### config.mk
export PLATFORM = sky130hd
export DESIGN_NAME = core_status_gpio
export DESIGN_NICKNAME = d
export VERILOG_FILES = /design/src/rtl/gpio_pkg.sv /design/src/rtl/core_status_gpio_blink_counter.sv /design/src/rtl/core_status_gpio.sv
export SDC_FILE = /design/constraint.sdc
export NUM_CORES = 1
export LEC_CHECK = 0
export ABC_CLOCK_PERIOD_IN_PS = 2350
export CORE_ASPECT_RATIO = 2
export CORE_UTILIZATION = 50
export CTS_CLUSTER_SIZE = 14
export DETAILED_ROUTE_END_ITERATION = 8
export GPL_ROUTABILITY_DRIVEN = 1
export GPL_TIMING_DRIVEN = 0
export PLACE_DENSITY_LB_ADDON = 0.1
export SETUP_SLACK_MARGIN = 0.05
export SYNTH_ARGS = -nofsm -noshare
export SYNTH_HDL_FRONTEND = slang
export SYNTH_SLANG_ARGS = --single-unit
### constraint.sdc
create_clock -name clk -period 2.35 [get_ports clk]
set_input_delay 0.3525 -clock clk [delete_from_list [all_inputs] [get_ports clk]]
set_output_delay 0.3525 -clock clk [all_outputs]
set_load 0.05 [all_outputs]
### src/rtl/gpio_pkg.sv
// Shared definitions for the GPIO status blocks.
// Holds the core-sequencer state encoding and the default parameter values
// used by core_status_gpio and blink_counter.
package gpio_pkg;

    typedef enum logic [2:0] {
        ST_IDLE        = 3'd0,
        ST_START_CORES = 3'd1,
        ST_WAIT_DONE   = 3'd2,
        ST_DONE        = 3'd3,
        ST_ERROR       = 3'd4
    } state_t;

    localparam int unsigned DEF_NUM_CORES      = 4;
    localparam int unsigned DEF_BLINK_W        = 24;
    localparam int unsigned DEF_TIMEOUT_CYCLES = 1000000;

endpackage

### src/rtl/core_status_gpio_blink_counter.sv
// blink_counter: free-running BLINK_W-bit counter that wraps; its MSB is the
// blink phase shared by the status LEDs.
// Ports:
//   clk   - clock
//   rst   - synchronous, active-high reset (counter to zero)
//   blink - counter MSB
module blink_counter
    import gpio_pkg::*;
#(
    parameter int unsigned BLINK_W = DEF_BLINK_W
) (
    input  logic clk,
    input  logic rst,
    output logic blink
);

    logic [BLINK_W-1:0] count;

    always_ff @(posedge clk) begin
        if (rst) begin
            count <= '0;
        end else begin
            count <= count + BLINK_W'(1);
        end
    end

    assign blink = count[BLINK_W-1];

endmodule

### src/rtl/core_status_gpio.sv
// core_status_gpio: launches NUM_CORES accelerator cores with a one-cycle
// start pulse, latches each core's done flag, and drives per-core status LEDs
// plus done/error LEDs. A watchdog moves to ERROR if not every core reports
// done within TIMEOUT_CYCLES cycles of entering WAIT_DONE.
// Ports:
//   clk, rst    - clock, synchronous active-high reset
//   start       - run request (honoured in IDLE, DONE and ERROR)
//   core_done   - per-core done (level or pulse), latched only in WAIT_DONE
//   core_start  - one-cycle all-ones start pulse to the cores
//   busy        - high in START_CORES and WAIT_DONE
//   led         - per-core status: on = done, blinking = pending/timed out
//   led_done    - all cores finished
//   led_err     - watchdog expired
//   done_pulse  - one-cycle pulse on entry to DONE
module core_status_gpio
    import gpio_pkg::*;
#(
    parameter int unsigned NUM_CORES      = DEF_NUM_CORES,
    parameter int unsigned BLINK_W        = DEF_BLINK_W,
    parameter int unsigned TIMEOUT_CYCLES = DEF_TIMEOUT_CYCLES
) (
    input  logic                 clk,
    input  logic                 rst,
    input  logic                 start,
    input  logic [NUM_CORES-1:0] core_done,
    output logic [NUM_CORES-1:0] core_start,
    output logic                 busy,
    output logic [NUM_CORES-1:0] led,
    output logic                 led_done,
    output logic                 led_err,
    output logic                 done_pulse
);

    localparam int unsigned   CNT_W    = $clog2(TIMEOUT_CYCLES + 1);
    localparam logic [CNT_W-1:0] CNT_LAST = CNT_W'(TIMEOUT_CYCLES - 1);

    state_t               state, state_nx;
    logic [NUM_CORES-1:0] done_seen, done_seen_nx;
    logic [CNT_W-1:0]     tcount, tcount_nx;
    logic [NUM_CORES-1:0] core_start_nx, led_nx;
    logic                 busy_nx, led_done_nx, led_err_nx, done_pulse_nx;
    logic                 blink;
    logic                 all_done;

    blink_counter #(.BLINK_W(BLINK_W)) u_blink (
        .clk   (clk),
        .rst   (rst),
        .blink (blink)
    );

    // Includes this cycle's core_done so a final done is not lost to a
    // timeout landing in the same cycle.
    assign all_done = &(done_seen | core_done);

    always_comb begin
        state_nx     = state;
        done_seen_nx = done_seen;
        tcount_nx    = tcount;

        unique case (state)
            ST_IDLE, ST_DONE, ST_ERROR: begin
                if (start) state_nx = ST_START_CORES;
            end
            ST_START_CORES: begin
                done_seen_nx = '0;
                tcount_nx    = '0;
                state_nx     = ST_WAIT_DONE;
            end
            ST_WAIT_DONE: begin
                done_seen_nx = done_seen | core_done;
                if (tcount != '1) tcount_nx = tcount + CNT_W'(1);
                if (all_done) begin
                    state_nx = ST_DONE;
                end else if (tcount == CNT_LAST) begin
                    state_nx = ST_ERROR;
                end
            end
            default: state_nx = ST_IDLE;
        endcase
    end

    // Outputs are registered from the next state so they line up with the
    // state they describe rather than lagging it by a cycle.
    always_comb begin
        core_start_nx = '0;
        busy_nx       = 1'b0;
        led_nx        = '0;
        led_done_nx   = 1'b0;
        led_err_nx    = 1'b0;
        done_pulse_nx = 1'b0;

        unique case (state_nx)
            ST_START_CORES: begin
                core_start_nx = '1;
                busy_nx       = 1'b1;
            end
            ST_WAIT_DONE: begin
                busy_nx = 1'b1;
                led_nx  = done_seen_nx | {NUM_CORES{blink}};
            end
            ST_DONE: begin
                led_nx        = '1;
                led_done_nx   = 1'b1;
                done_pulse_nx = (state != ST_DONE);
            end
            ST_ERROR: begin
                led_nx     = done_seen_nx | {NUM_CORES{~blink}};
                led_err_nx = 1'b1;
            end
            default: ;
        endcase
    end

    always_ff @(posedge clk) begin
        if (rst) begin
            state      <= ST_IDLE;
            done_seen  <= '0;
            tcount     <= '0;
            core_start <= '0;
            busy       <= 1'b0;
            led        <= '0;
            led_done   <= 1'b0;
            led_err    <= 1'b0;
            done_pulse <= 1'b0;
        end else begin
            state      <= state_nx;
            done_seen  <= done_seen_nx;
            tcount     <= tcount_nx;
            core_start <= core_start_nx;
            busy       <= busy_nx;
            led        <= led_nx;
            led_done   <= led_done_nx;
            led_err    <= led_err_nx;
            done_pulse <= done_pulse_nx;
        end
    end

endmodule

==> results of run 1 <==
-- cells by family after synthesis --
family                     count (synthesis)
AOI/OAI and AO/OA                         70
xor gates and xnor gates                  27
adders and majority gates                  2
buffers and inverters                     22
DFF                                       60
muxes                                      1
and+or+nand+nor                          140
-- per-stage QoR --
stage | util (%) | setup TNS [ns] | area (um2) | setup slack, ns | instances
2_1_floorplan | - | 0 | 2800 | 0.250 | 322
3_3_place_gp | 56.1 | -0.559 | 3040 | -0.232 | 399
3_5_place_dp | 56.1 | -0.634 | 3040 | -0.242 | 399
4_1_cts | 60.3 | 0 | 3270 | 0.0560 | 415
5_1_grt | 61.1 | -0.00773 | 3310 | -0.00684 | 415
6_report | 61.1 | 0 | 3310 | 0.159 | 415
-- final timing paths --
path                                  startpoint                to
worst max register to register         tcount[7]        tcount[19]
worst min register to register  u_blink.count[0]  u_blink.count[0]
worst max-delay path                   tcount[7]        tcount[19]
worst min-delay path                         rst          state[1]
-- repair_timing --
item | CTS | global route
pin swaps | 0 | 0
buffers inserted | 0 | 0
setup endpoints to repair | 8 | 9
resized for setup | 4 | 12
gates cloned | 0 | 0
-- layout make-up --
type / count / area, um2 / share of cell area [%]
Sequential cell: 60 / 1210 / 36.6
Multi-Input combinational cell: 240 / 1550 / 46.8
Clock inverter: 4 / 47.5 / 1.44
Tap cell: 60 / 75.1 / 2.27
Clock buffer: 12 / 155 / 4.69
Inverter: 7 / 26.3 / 0.794
Buffer: 15 / 75.1 / 2.27
Timing Repair Buffer: 17 / 170 / 5.14
-- routing by layer --
layer,vias up,share of wire [%],GRT usage (%)
met5,-,0,0
met4,0,4.1,18.7
met3,20,1.9,4.10
met2,34,57,43.3
met1,1176,37,22.4
li1,1226,-,-
-- worst max-delay path: stages, from the launching register on --
cell and delay (ns):
sky130_fd_sc_hd__dfxtp_2 0.40, sky130_fd_sc_hd__nand4_4 0.14, sky130_fd_sc_hd__or4_4 0.51, sky130_fd_sc_hd__buf_6 0.15, sky130_fd_sc_hd__or3_1 0.38, sky130_fd_sc_hd__or4_1 0.40
sky130_fd_sc_hd__a21oi_1 0.14
-- power groups by stage --
stage	Clock [mW]	Combinational, mW	Sequential [mW]
2_1_floorplan	0	0.125	1.12
3_3_place_gp	0	0.235	1.08
3_5_place_dp	0	0.238	1.08
4_1_cts	0.972	0.240	1.06
5_1_grt	1.01	0.259	1.06
6_report	0.954	0.243	1.06
-- flip-flops by register name, summed over array words and instances (netlist names) --
| name | flops |
|---|---|
| busy | 1 |
| core_start | 1 |
| done_pulse | 1 |
| done_seen | 4 |
| led | 4 |
| led_done | 1 |
| led_err | 1 |
| state | 3 |
| tcount | 20 |
| u_blink.count | 24 |
-- placed cells by master, fill, tap and decap left out, types with 6 or more instances in the layout --
cell / n
sky130_fd_sc_hd__o31ai_1: 8
sky130_fd_sc_hd__clkdlybuf4s50_1: 17
sky130_fd_sc_hd__dfxtp_1: 53
sky130_fd_sc_hd__nor2_1: 41
sky130_fd_sc_hd__or4_1: 6
sky130_fd_sc_hd__o21ai_0: 12
sky130_fd_sc_hd__or3_1: 10
sky130_fd_sc_hd__clkbuf_8: 11
sky130_fd_sc_hd__a21oi_1: 18
sky130_fd_sc_hd__clkbuf_1: 10
sky130_fd_sc_hd__nor3_1: 12
sky130_fd_sc_hd__nand4_1: 7
sky130_fd_sc_hd__inv_1: 7
sky130_fd_sc_hd__nand2_1: 19
sky130_fd_sc_hd__xnor2_1: 19
sky130_fd_sc_hd__dfxtp_2: 6
sky130_fd_sc_hd__xor2_1: 8
sky130_fd_sc_hd__nand3_1: 12
==> qor.json, run 1 <==
{
  "status": "completed",
  "synth_adder_area_share_pct": 0.895,
  "yosys.area_share.xor_xnor_pct": 8.46,
  "combinationalPowerShare_pct": 10.8,
  "finalNetCount": 359,
  "power_report.internal_total_mw": 1.67,
  "clockPowerShare_pct": 42.3,
  "ir_worst_vdd_uv": 569,
  "fin_crit_ns": 2.19,
  "io_buffer_count": 17,
  "fillers": 496,
  "post_synth_most_frequent_cells": "sky130_fd_sc_hd__dfxtp_1, sky130_fd_sc_hd__nor2_1, sky130_fd_sc_hd__nand2_1, sky130_fd_sc_hd__xnor2_1, sky130_fd_sc_hd__a21oi_1",
  "layout-drive-gt1-share_pct": 11.5,
  "p_per_area_nw_per_um2": 681,
  "max_slew.worst_pin.slew_ns": 0.689,
  "synth_top_family_by_area": "simple AND/OR/NAND/NOR gates",
  "asyncSetResetFlopFracSynth_pct": 0,
  "route.detailed.vias_per_inst": 5.92,
  "initial_utilization_pct": 51.6,
  "worstPathArrival_ns": 2.47,
  "worstSetupStartpointType": "flip-flop",
  "num_vias": 2456,
  "number_of_antenna_violations_at_the_first_check_in_global_routing": 0,
  "clock-root-buffer": "sky130_fd_sc_hd__clkbuf_8",
  "ys.flop_type": "sky130_fd_sc_hd__dfxtp_1",
  "postSynthRegisterBits": 60,
  "grt_max_degree": 11,
  "first_global_vias": 2357,
  "tritoncts.num_buffers": 9,
  "fin_crit_sh_pct": 93.2,
  "synth.avg_cell_area_um2": 8.68,
  "clk-insertion-delay-late_ns": 0.35,
  "tritoncts_num_sinks": 60,
  "yosys_warnings": 0,
  "synth_seq_area_share_pct": 43.0,
  "clock_skew_ns": 0.00553,
  "worstPathMaxFanout": 7,
  "end_kind": "flip-flop",
  "synth-edff-count": 0,
  "drt_pre_antenna_iters": 5,
  "postSynthCellCount": 322,
  "syn-num-nets": 331,
  "multiplexer_share_of_the_synthesized_area_pct": 0.358,
  "cp.required_ns": 2.63,
  "synthTopCellsByArea": "sky130_fd_sc_hd__dfxtp_1, sky130_fd_sc_hd__xnor2_1, sky130_fd_sc_hd__nor2_1, sky130_fd_sc_hd__a21oi_1, sky130_fd_sc_hd__nand2_1",
  "dieArea_um2": 5910,
  "total_switching_power_uw": 581,
  "fin_worst_hold_slack_ns": 0.429,
  "clock_tree.htree_level_count": 3,
  "yosysUniqueCellTypes": 51,
  "post-synth-top-area-fraction_pct": 43.0,
  "finalWeightedCongestion": 0.905,
  "cts_hold_buf": 0,
  "max_slew_headroom_at_the_worst_pin_pct": 53.7,
  "path_clk_slew_ns": 0.07,
  "worst_hold_path_type": "in2reg",
  "report.final.slew_viol_count": 0,
  "initial_detailed_routing_violation_count": 71,
  "die_height_um": 108,
  "finalPower_mw": 2.25,
  "globalRouteOverflowTotal": 0,
  "detail_route.wirelength_um": 6490,
  "seq_power_share_pct": 46.9,
  "std_cell_rows": 38,
  "globalRouteTotalUtil_pct": 24.4,
  "r2r_cells": 6,
  "synth_simple_gate_area_share_pct": 26.7,
  "synth_largest_area_cell": "sky130_fd_sc_hd__dfxtp_1",
  "detail-route-antenna-nets": 0,
  "die_width_um": 54.9,
  "inserted_diodes": 0,
  "synth.most_common_cell": "sky130_fd_sc_hd__dfxtp_1",
  "drc": 0,
  "critPathKind": "reg2reg",
  "reg2reg_setup_slack_ns": 0.16,
  "timing.final.setup_violations": 0,
  "detailed_place_hpwl_um": 4840,
  "fmax_ghz": 0.456,
  "cts_tree": "built",
  "flow.area_growth_from_synthesis_pct": 18.4,
  "routedWlPerCell_um": 15.6,
  "mappedNetlistArea_um2": 2800,
  "timing.hold.worst_path_depth": 2,
  "pin_count": 19,
  "switching_share_pct": 25.8,
  "clock_path_buffers": 2,
  "timing.final.hold_violations": 0,
  "maxCapViolCount": 0,
  "setup_repair_after_global_routing_missed_its_margin": "true",
  "total_leakage_power_nw": 1.09,
  "post_synthesis_compound_gate_area_fraction_pct": 17.0,
  "grt_first_pass_wirelength_um": 10200,
  "core_um2": 5420
}
(Power assumes the default switching activity.)
==> run 2, diff against run 1 <==
Settings changed: PLACE_DENSITY set to 0.68, PLACE_DENSITY_LB_ADDON 0.1 to not set.
==> qor.json, run 2 (synthesis gave the netlist of run 1 again) <==
{
  "timing.final.hold_violations": {"value": 0, "change": "unchanged"},
  "combinationalPowerShare": {"value": 10.3, "unit": "%", "change": "-0.5 points"},
  "clock_tree.htree_level_count": {"value": 3, "change": "unchanged"},
  "drc": {"value": 0, "change": "unchanged"},
  "timing.critical_path.cells": "nand3_1 > or4_4 > buf_6 > or3_1 > or4_1 > a21oi_1",
  "max_slew.worst_pin.slew": {"value": 0.750, "unit": "ns", "change": "+0.0613 ns"},
  "slowest_stage": "sky130_fd_sc_hd__or4_4",
  "globalRouteOverflowTotal": {"value": 0, "change": "unchanged"},
  "critPathKind": "reg2reg",
  "worstPathArrival": {"value": 2.54, "unit": "ns", "change": "+0.07 ns"},
  "num_vias": {"value": 2434, "change": "-0.90%"},
  "report.final.slew_viol_count": {"value": 0, "change": "unchanged"},
  "grt_max_degree": {"value": 11, "change": "unchanged"},
  "std_cell_rows": {"value": 38, "change": "unchanged"},
  "first_global_vias": {"value": 2291, "change": "-2.8%"},
  "p_per_area": {"value": 706, "unit": "nW/um2", "change": "+3.7%"},
  "drt_pre_antenna_iters": {"value": 4, "change": "-1"},
  "route.detailed.vias_per_inst": {"value": 5.87, "change": "-0.90%"},
  "tritoncts_num_sinks": {"value": 60, "change": "unchanged"},
  "worstSetupStartpointType": "flip-flop",
  "placement.cell_area": {"value": 3040, "unit": "um2", "change": "unchanged"},
  "die_width": {"value": 54.9, "unit": "um", "change": "unchanged"},
  "final_area": {"value": 3280, "unit": "um2", "change": "-0.83%"},
  "power_report.internal_total": {"value": 1.75, "unit": "mW", "change": "+4.7%"},
  "post_cts_buffers": {"value": 0, "change": "unchanged"},
  "clock_skew": {"value": 0.00460, "unit": "ns", "change": "-0.000934 ns"},
  "reg2reg_setup_slack": {"value": 0.09, "unit": "ns", "change": "-0.07 ns"},
  "max_slew_headroom_at_the_worst_pin": {"value": 49.6, "unit": "%", "change": "-4.1 points"},
  "finalWeightedCongestion": {"value": 0.878, "change": "-3.0%"},
  "maxCapViolCount": {"value": 0, "change": "unchanged"},
  "io_buffer_count": {"value": 17, "change": "unchanged"},
  "clockPowerShare": {"value": 44.0, "unit": "%", "change": "+1.7 points"},
  "cts_tree": "built",
  "setup_repair_after_global_routing_missed_its_margin": "true",
  "clock-root-buffer": "sky130_fd_sc_hd__clkbuf_8",
  "die_height": {"value": 108, "unit": "um", "change": "unchanged"},
  "timing.final.setup_violations": {"value": 0, "change": "unchanged"},
  "grt_first_pass_wirelength": {"value": 10100, "unit": "um", "change": "-0.54%"},
  "detail_route.wirelength": {"value": 6510, "unit": "um", "change": "+0.25%"},
  "number_of_antenna_violations_at_the_first_check_in_global_routing": {"value": 0, "change": "unchanged"},
  "setup_tns": {"value": 0, "unit": "ns", "change": "unchanged"},
  "core": {"value": 5420, "unit": "um2", "change": "unchanged"},
  "tritoncts.num_buffers": {"value": 9, "change": "unchanged"},
  "initial_utilization": {"value": 51.6, "unit": "%", "change": "unchanged"},
  "detailed_place_hpwl": {"value": 4760, "unit": "um", "change": "-1.6%"},
  "layout-drive-gt1-share": {"value": 10.4, "unit": "%", "change": "-1.1 points"},
  "fin_worst_hold_slack": {"value": 0.430, "unit": "ns", "change": "+0.00112 ns"},
  "pin_count": {"value": 19, "change": "unchanged"},
  "dieArea": {"value": 5910, "unit": "um2", "change": "unchanged"},
  "largest_register_ffs": {"value": 24, "change": "unchanged"},
  "fmax": {"value": 0.443, "unit": "GHz", "change": "-3.1%"},
  "end_kind": "flip-flop",
  "layout_commonest_cell": "sky130_fd_sc_hd__dfxtp_1",
  "path_clk_slew": {"value": 0.06, "unit": "ns", "change": "about the same"},
  "total_leakage_power": {"value": 1.09, "unit": "nW", "change": "+0.29%"},
  "routedWlPerCell": {"value": 15.7, "unit": "um", "change": "+0.25%"},
  "fin_crit": {"value": 2.26, "unit": "ns", "change": "+0.0690 ns"},
  "clk-insertion-delay-late": {"value": 0.35, "unit": "ns", "change": "about the same"},
  "registers.top_by_ff_count": "u_blink.count",
  "clock_path_buffers": {"value": 2, "change": "unchanged"},
  "layout.cells.most_common_list": "sky130_fd_sc_hd__dfxtp_1, sky130_fd_sc_hd__nor2_1, sky130_fd_sc_hd__xnor2_1, sky130_fd_sc_hd__nand2_1, sky130_fd_sc_hd__a21oi_1",
  "delay_contributed_by_the_slowest_stage_of_the_critical_path": {"value": 0.55, "unit": "ns", "change": "+0.04 ns"},
  "finalPower": {"value": 2.32, "unit": "mW", "change": "+2.8%"},
  "fin_crit_sh": {"value": 96.2, "unit": "%", "change": "+2.9 points"},
  "inserted_diodes": {"value": 0, "change": "unchanged"},
  "worstPathMaxFanout": {"value": 7, "change": "unchanged"},
  "worstPathBufferInverterCount": {"value": 1, "change": "unchanged"},
  "total_switching_power": {"value": 567, "unit": "uW", "change": "-2.4%"},
  "switching_share": {"value": 24.5, "unit": "%", "change": "-1.3 points"},
  "finalNetCount": {"value": 359, "change": "unchanged"},
  "crit_family": "simple AND/OR/NAND/NOR gates",
  "flow.area_growth_from_synthesis_pct": 17.4,
  "cp.required": {"value": 2.63, "unit": "ns", "change": "about the same"},
  "globalRouteTotalUtil": {"value": 24.5, "unit": "%", "change": "+0.11 points"},
  "largestRegisters": "u_blink.count x24, tcount x20",
  "detail-route-antenna-nets": {"value": 0, "change": "unchanged"},
  "initial_detailed_routing_violation_count": {"value": 54, "change": "-24%"},
  "ir_worst_vdd": {"value": 761, "unit": "uV", "change": "+34%"},
  "status": "completed",
  "seq_power_share": {"value": 45.6, "unit": "%", "change": "-1.3 points"},
  "worst_hold_path_type": "in2reg"
}
## run 2: changes by cell type in the layout (fill, tap and decap cells not counted), sizes merged
| cell | delta |
|---|---|
| bufinv | +1 |
| clkinvlp | -1 |
| clkbuf | -1 |
| clkinv | +1 |
## run 2: through the flow
stage | cells | utilization [%] | setup WS [ns]
after floorplan | 322 | - | 0.250
after global placement | 399 | 56.1 | -0.259
after detailed placement | 399 | 56.1 | -0.249
after CTS | 415 | 60.1 | 0.0247
after global routing | 415 | 60.5 | -0.0800
final | 415 | 60.5 | 0.0903
## run 2: routing by layer
layer	GRT usage [%]	vias to the layer above	part of all wire (%)
li1	-	1223	-
met1	21.9	1158	37
met2	44.0	37	56
met3	7.06	16	3.0
met4	15.0	0	3.4
met5	0	-	0
## run 2: repair_timing
action | 4_1_cts | 5_1_grt
hold endpoints to repair | 0 | 0
hold buffers | 0 | 0
endpoints found under the setup margin | 7 | 17
resized for setup | 0 | 9
gates cloned | 0 | 0
## run 2: path summary, 6_finish.rpt
check | start | end | cells after the start
hold reg to reg | u_blink.count[0] | u_blink.count[0] | 1
setup reg to reg | tcount[13] | tcount[19] | 6
hold / removal | rst | state[1] | 2
setup / recovery | tcount[13] | tcount[19] | 6
## run 2: final cells by class
type / count / area (um2)
Buffer: 15 / 76.3
Clock buffer: 11 / 141
Clock inverter: 5 / 75.1
Fill cell: 502 / 2140
Inverter: 7 / 26.3
Multi-Input combinational cell: 240 / 1510
Sequential cell: 60 / 1200
Tap cell: 60 / 75.1
Timing Repair Buffer: 17 / 170
## run 2: power by group through the flow
stage	sequential, mW	clock [mW]	combinational, mW
final	1.06	1.02	0.240
after global routing	1.06	1.08	0.259
after CTS	1.06	1.04	0.237
after detailed placement	1.08	0	0.236
after global placement	1.08	0	0.234
after floorplan	1.12	0	0.125
==> run 3, diff against run 2 <==
Settings changed: ABC_CLOCK_PERIOD_IN_PS 2350 to not set.
==> results of run 3 <==
Same layout as run 2: the final DEF is identical, and so are final timing and power.
